`src/rtl/i2s_fifo_tx.sv`:
```
// rtl/i2s_fifo_tx.sv - FIFO-fed Philips I2S transmitter with MCLK/SCLK/LRCK generation
//
// Pops 16-bit samples from a first-word-fall-through FIFO once or twice per
// 2048-clk audio frame and serializes them as I2S (one-bit delay, 16 valid
// bits per 32-bit slot, zero padded). Underruns repeat the previous sample.
//
// Ports:
//   clk          in   system clock (100 MHz)
//   rst          in   synchronous active-high reset
//   fifo_dout    in   head-of-FIFO sample, valid while fifo_empty=0
//   fifo_empty   in   FIFO holds no data
//   fifo_rd      out  one-clk pop strobe, head consumed on the same edge
//   mclk         out  clk/4 DAC master clock
//   sclk         out  clk/32 serial bit clock
//   lrck         out  clk/2048 word select (0 = left, 1 = right)
//   sdout        out  serial data
//   underrun     out  one-clk pulse when a scheduled pop finds the FIFO empty
//   underrun_cnt out  saturating underrun count
module i2s_fifo_tx #(
  parameter bit STEREO = 1'b0
) (
  input  logic        clk,
  input  logic        rst,
  input  logic [15:0] fifo_dout,
  input  logic        fifo_empty,
  output logic        fifo_rd,
  output logic        mclk,
  output logic        sclk,
  output logic        lrck,
  output logic        sdout,
  output logic        underrun,
  output logic [7:0]  underrun_cnt
);

  logic [10:0] cnt_q, cnt_d;
  logic [15:0] l_smp_q, l_smp_d;
  logic [15:0] r_smp_q, r_smp_d;
  logic        sdout_q, sdout_d;
  logic [7:0]  underrun_cnt_q, underrun_cnt_d;

  logic        sched;
  logic [5:0]  slot_nxt;
  logic [5:0]  l_idx;
  logic [5:0]  r_idx;

  // Pop instants: cnt=8 for the left (or mono) word, cnt=1032 for the right
  // word in stereo mode. Both sit inside zero-padded slots, so the sample
  // registers never change while a data slot is reading them.
  always_comb begin
    sched    = !rst && ((cnt_q == 11'd8) || (STEREO && (cnt_q == 11'd1032)));
    fifo_rd  = sched && !fifo_empty;
    underrun = sched && fifo_empty;
  end

  always_comb begin
    cnt_d          = cnt_q + 11'd1;
    l_smp_d        = l_smp_q;
    r_smp_d        = r_smp_q;
    underrun_cnt_d = underrun_cnt_q;
    sdout_d        = sdout_q;

    // cnt[10] tells the two pop instants apart.
    if (fifo_rd && !cnt_q[10]) begin
      l_smp_d = fifo_dout;
      if (!STEREO) begin
        r_smp_d = fifo_dout;
      end
    end
    if (fifo_rd && cnt_q[10]) begin
      r_smp_d = fifo_dout;
    end

    if (underrun && (underrun_cnt_q != 8'hFF)) begin
      underrun_cnt_d = underrun_cnt_q + 8'd1;
    end

    // sdout is loaded one clk ahead of each slot so it changes together with
    // the sclk falling edge; slot_nxt wraps 63 -> 0 at the frame boundary.
    slot_nxt = cnt_q[10:5] + 6'd1;
    l_idx    = 6'd16 - slot_nxt;
    r_idx    = 6'd48 - slot_nxt;
    if (cnt_q[4:0] == 5'd31) begin
      sdout_d = 1'b0;
      if ((slot_nxt >= 6'd1) && (slot_nxt <= 6'd16)) begin
        sdout_d = l_smp_q[l_idx[3:0]];
      end else if ((slot_nxt >= 6'd33) && (slot_nxt <= 6'd48)) begin
        sdout_d = r_smp_q[r_idx[3:0]];
      end
    end
  end

  always_ff @(posedge clk) begin
    if (rst) begin
      cnt_q          <= 11'd0;
      l_smp_q        <= 16'd0;
      r_smp_q        <= 16'd0;
      sdout_q        <= 1'b0;
      underrun_cnt_q <= 8'd0;
    end else begin
      cnt_q          <= cnt_d;
      l_smp_q        <= l_smp_d;
      r_smp_q        <= r_smp_d;
      sdout_q        <= sdout_d;
      underrun_cnt_q <= underrun_cnt_d;
    end
  end

  assign mclk         = cnt_q[1];
  assign sclk         = cnt_q[4];
  assign lrck         = cnt_q[10];
  assign sdout        = sdout_q;
  assign underrun_cnt = underrun_cnt_q;

endmodule

```
`config.mk`:
```
export PLATFORM = sky130hd
export DESIGN_NAME = i2s_fifo_tx
export DESIGN_NICKNAME = d
export VERILOG_FILES = /design/src/rtl/i2s_fifo_tx.sv
export SDC_FILE = /design/constraint.sdc
export NUM_CORES = 1
export LEC_CHECK = 0
export BUFFER_PORTS_ARGS = -buffer_cell sky130_fd_sc_hd__buf_4
export CAP_MARGIN = 0
export CORE_ASPECT_RATIO = 1.4
export CORE_MARGIN = 1.5
export CORE_UTILIZATION = 49
export DETAILED_ROUTE_END_ITERATION = 7
export PLACE_DENSITY_LB_ADDON = 0.12
export SYNTH_ARGS = -nofsm -noshare
export SYNTH_HDL_FRONTEND = slang
export SYNTH_SLANG_ARGS = --single-unit
```
`constraint.sdc`:
```
create_clock -name clk -period 5.1 [get_ports clk]
set_input_delay 0.51 -clock clk [delete_from_list [all_inputs] [get_ports clk]]
set_output_delay 0.51 -clock clk [all_outputs]
set_load 0.01 [all_outputs]
```
# After elaboration in Yosys (flattened, before gate mapping)
# Cells that the tools add are included.
[op_classes]
addsub = 5
n_mul = 0
div = 0
magnitude_cmp = 6
eq_ne = 3
shift = 0
n_mux = 8
bitwise = 0
reduce_logical = 12
[ops]
columns = ["operator", "count"]
rows = [
  ["16-bit two-way mux", 2],
  ["11-bit by 1-bit adder with 11-bit output (second input constant)", 1],
  ["11-bit by 4-bit equality test with 1-bit output (second input constant)", 1],
  ["4-bit by 5-bit less-than comparator with 1-bit output (second input constant)", 2],
  ["8-bit by 1-bit adder with 8-bit output (second input constant)", 1],
  ["1-bit binary-select mux with 4-bit select", 2],
  ["1-bit logical AND", 8],
  ["8-bit inequality test (second input constant)", 1],
  ["1-bit by 4-bit subtractor with 4-bit output (first input constant)", 2],
  ["6-bit by 1-bit adder with 6-bit output (second input constant)", 1],
  ["6-bit by 1-bit >= comparator with 1-bit output (second input constant)", 1],
  ["6-bit >= comparator (second input constant)", 1],
  ["6-bit by 5-bit <= comparator with 1-bit output (second input constant)", 1],
  ["6-bit <= comparator (second input constant)", 1],
  ["5-bit equality test (second input constant)", 1],
  ["1-bit two-way mux", 4],
  ["1-bit logical NOT", 3],
  ["2-bit nonzero test", 1],
]
[totals]
register_bits = 52
latch_bits = 0
mem_bits_rw = 0
rom_bits = 0
out_inout_bits = 14
word_cells = 39
memories = 0

# Logic depth before layout (Yosys ltp)
[depth]
depth_word = 6
ltp_mapped = 10

# Worst setup path before layout
# Ideal clock, no wire load.
[synth_timing]
kind = "reg-to-reg"
from = "register cnt_q[5]"
to = "register sdout_q (netlist: sdout)"
setup_ns = 0.132
t_arrival_ns = 2.203
required_ns = 4.968
path_slack_ns = 2.764
path_stages_with_launch = 11
period_less_slack_ns = 2.336
path_cell_list = "dfxtp_1 > buf_2 > inv_2 > ha_1 > clkbuf_4 > or3_1 > o21a_1 > o311a_2 > a21boi_1 > o2111ai_1 > a21oi_1"
[synth_via]
elab_chain_cells = 6
elab_cells_between_ends = 15
classes_between = "add/sub: 3; order compare: 4; mux: 6; reduce/logical: 2"
[synth_lines]
columns = ["item", "line", "source"]
rows = [
  ["from (decl)", "35", "logic [10:0] cnt_q, cnt_d;"],
  ["from (signal assigned)", "100", "cnt_q <= cnt_d;"],
  ["6-bit by 1-bit adder with 6-bit output (*)", "79", "slot_nxt = cnt_q[10:5] + 6'd1;"],
  ["1-bit by 4-bit subtractor with 4-bit output", "80, 81", ""],
  ["1-bit binary-select mux with 4-bit select", "87", "sdout_d = r_smp_q[r_idx[3:0]];"],
  ["1-bit two-way mux (implied by the code)", "87", ""],
  ["1-bit two-way mux", "86", "end else if ((slot_nxt >= 6'd33) && (slot_nxt <= 6'd48)) begin"],
  ["1-bit two-way mux (*)", "84", "if ((slot_nxt >= 6'd1) && (slot_nxt <= 6'd16)) begin"],
  ["to (signal assigned)", "103", "sdout_q <= sdout_d;"],
  ["to (decl)", "38", "logic sdout_q, sdout_d;"],
]
# Every way passes the cells marked *; elsewhere a longest branch is shown, timed or not. The select of a mux whose other input is x is not followed.
# A chain may end at the register's enable or synchronous reset.

# Worst setup path after layout
# Ends and elaborated chain as after synthesis.

==> insert_results.sql <==
INSERT INTO impl_metrics (metric_group, metric, value, unit) VALUES
('outcome', 'run_status', 'complete, no violations', ''),
('sta', 'worst-slew-pin-transition', '644.9', 'ps'),
('clock_tree', 'tritoncts_clock_tree', 'built', ''),
('clock_tree', 'ctsHoldBuffers', '0', ''),
('sta', 'finalHoldWorstSlack', '458.4', 'ps'),
('finish', 'final_core_util', '57.24', '%'),
('sta', 'timing.final.hold_violations', '0', ''),
('synth', 'synth_nets', '287', ''),
('setup_path', 'path_delay_family', 'multiplexers', ''),
('synth', 'synth_seq_cells', '52', ''),
('setup_path', 'timing.critical_path.cells', 'inv_2 -> ha_1 -> mux4_2 -> mux2i_1 -> mux2i_1 -> a31oi_1 -> a21oi_1', ''),
('placed_design', 'globalplace.congestion', '0.7175', ''),
('sta', 'finalCritPeriodShare', '53.74', '%'),
('global_route', 'grt_util_all_layers', '18.37', '%'),
('clock_tree', 'clk_transition_reported_paths', '90', 'ps'),
('sta', 'drv_slew', '0', ''),
('global_route', 'number_of_antenna_violations_at_the_first_check_in_global_routing', '0', ''),
('finish', 'area.growth.synth_to_final', '13.18', '%'),
('setup_path', 'critical_path.startpoint_type', 'register', ''),
('synth', 'synth_largest_area_cell', 'dfxtp_1', ''),
('setup_path', 'worst-path-max-fanout', '14', ''),
('sta', 'setup_viol', '0', ''),
('synth', 'post_synth_instance_area', '2430', 'µm²'),
('setup_path', 'crit_buf_inv', '1', ''),
('drt', 'ant_nets', '0', ''),
('finish', 'drive_above_1_share', '22.30', '%'),
('flow_run', 'cap_violations', '0', ''),
('synth', 'synth_enable_flop_cells', '0', ''),
('synth', 'postSynthAreaPerCell', '9.274', 'µm²'),
('drt', 'drt_first_iter_violations', '123', ''),
('drt', 'firstDrtPassIters', '4', ''),
('pwr', 'cell_internal_pwr', '532.6', 'µW'),
('finish', 'finalNetCount', '311', ''),
('global_route', 'wire_length_of_the_first_global_routing_pass', '7900', 'µm'),
('synth', 'netlist.area_leader.share', '42.84', '%'),
('placed_design', 'total_placed_cells_including_tap_cells', '343', ''),
('pwr', 'power.share.switching', '21.02', '%'),
('floorplanning', 'design.portCount', '33', ''),
('placed_design', 'dp.final_hpwl', '3293', 'µm'),
('drt', 'drt-total-wl', '4682', 'µm'),
('synth', 'synth_async_sr_flop_share', '0', '%'),
('clock_tree', 'ctsLongestPathBuffers', '2', ''),
('global_route', 'globalRouteOverflowTotal', '0', ''),
('clock_tree', 'cts.htree.levels', '2', ''),
('placed_design', 'dpl_worst_slack', '2350', 'ps'),
('synth', 'synth.top_cells.by_area', 'dfxtp_1 43%, a21oi_1 7.8%, nand2_1 7.3%, mux4_2 6.5%, xor2_1 3.6%', ''),
('setup_path', 'crit_path_top_delay_cell', 'dfxtp_1', ''),
('setup_path', 'endpoint_class_of_the_critical_path', 'register', ''),
('sta', 'shortest_clock_period_the_worst_path_allows_after_layout', '2741', 'ps'),
('drt', 'remaining_drc_errors', '0', ''),
('synth', 'synth.distinct_cells', '42', ''),
('clock_tree', 'clock_tree.root_cell', 'clkbuf_8', ''),
('floorplanning', 'floorplan.core_area', '4805', 'µm²'),
('drt', 'route.detailed.wl_per_inst', '13.34', 'µm'),
('global_route', 'grt_start_max_net_pins', '54', ''),
('finish', 'number_of_antenna_diodes', '0', ''),
('pwr', 'clock_network_fraction_of_design_power', '35.2', '%'),
('synth', 'post_synth_inst_count', '262', ''),
('floorplanning', 'dieHeight', '86.32', 'µm'),
('pwr', 'comb_power_share', '4.0', '%'),
('sta', 'post-route-worst-setup-slack', '2359', 'ps'),
('pwr', 'p_leak', '0.001021', 'µW'),
('synth', 'synth-warning-count', '0', ''),
('clock_tree', 'worst_skew_pair.late_latency', '300', 'ps'),
('synth', 'synthFlopType', 'dfxtp_1', ''),
('clock_tree', 'cts_inserted_buffers', '5', ''),
('global_route', 'grt_pass1_vias', '1696', ''),
('sta', 'setup_tns_final', '0', 'ps'),
('setup_path', 'path_common_cell', 'mux2i_1', ''),
('clock_tree', 'post-cts-setup-buffers', '0', ''),
('setup_path', 'path_class', 'register to register', '');
[worst min-delay path, delay by kind of cell (launching register included)]
family          cells  cell delay, ps
compound gates      1              50
simple gates        1              50
flops               1             320
[cells in the final DEF, fill, tap and decap left out, types with 2 or more instances in the layout]
| cell type | count |
|---|---|
| nand4_1 | 5 |
| and3_1 | 3 |
| or2_1 | 2 |
| nor2_1 | 14 |
| xnor2_1 | 3 |
| o2111ai_1 | 2 |
| nand2b_1 | 4 |
| dfxtp_1 | 52 |
| clkbuf_1 | 2 |
| o21a_1 | 2 |
| a21oi_1 | 38 |
| clkbuf_8 | 6 |
| nor2b_1 | 5 |
| nand3_1 | 6 |
| mux4_2 | 7 |
| or3_1 | 3 |
| nand2_1 | 47 |
| inv_1 | 4 |
| xor2_1 | 10 |
| mux2i_1 | 4 |
| buf_4 | 33 |
| ha_1 | 6 |
| nand2_2 | 9 |
| o21ai_0 | 3 |
[stage by stage]
step | power [µW] | instance area [µm²]
after global placement | 446.8 | 2660
after global routing | 700.6 | 2750
after CTS | 685.4 | 2750
final | 674.3 | 2750
after floorplan | 433.5 | 2430
after detailed placement | 447.1 | 2660
[state kept, by name, summed over array words and instances (netlist names)]
signal,count
cnt_q,11
r_smp_q,16
sdout,1
underrun_cnt,8
l_smp_q,16
[cell type report]
class | instances | area share [%]
well taps | 64 | 2.912
flip-flops and latches | 52 | 37.85
multi-input cells | 188 | 45.95
inverters | 6 | 1.001
repair buffers | 33 | 9.008
clock buffers | 8 | 3.276
[per-layer routing]
| layer | share of wire (%) | wire, µm | track usage, % | vias to the layer above |
|---|---|---|---|---|
| met3 | 3.4 | 158 | 3.636 | 8 |
| met2 | 52 | 2422 | 31.96 | 37 |
| met1 | 43 | 2003 | 22.14 | 868 |
| met4 | 2.1 | 98 | 7.879 | 0 |
| li1 | - | - | - | 948 |
| met5 | 0 | 0 | 0 | - |
[path summary, 6_finish.rpt]
path / from / slack [ps] / cells after the start / to
worst min-delay path: r_smp_q[5]$_SDFFE_PP0P_ / 460 / 2 / r_smp_q[5]$_SDFFE_PP0P_
worst max register to register: cnt_q[5]$_SDFF_PP0_ / 2360 / 7 / sdout$_SDFFE_PP0N_
worst min register to register: r_smp_q[5]$_SDFFE_PP0P_ / 460 / 2 / r_smp_q[5]$_SDFFE_PP0P_
worst max-delay path: cnt_q[5]$_SDFF_PP0_ / 2360 / 7 / sdout$_SDFFE_PP0N_
[cell families after synthesis]
kind of cell,count (synthesis),synth area share [%]
buf+inv,22,5.149
xor+xnor,13,4.686
mux,12,9.218
simple gates,106,22.45
compound gates,51,12.56
flops,52,42.84
fa+ha+maj,6,3.090
[power by group through the flow]
| stage | sequential, µW | combinational [µW] | clock [µW] |
|---|---|---|---|
| floorplan | 420 | 13.8 | 0 |
| global placement | 420 | 27.0 | 0 |
| detailed placement | 420 | 27.2 | 0 |
| CTS | 410 | 27.3 | 248 |
| global route | 411 | 29.8 | 260 |
| finish | 410 | 26.8 | 237 |
No activity file was read; power rests on OpenSTA's default activity.
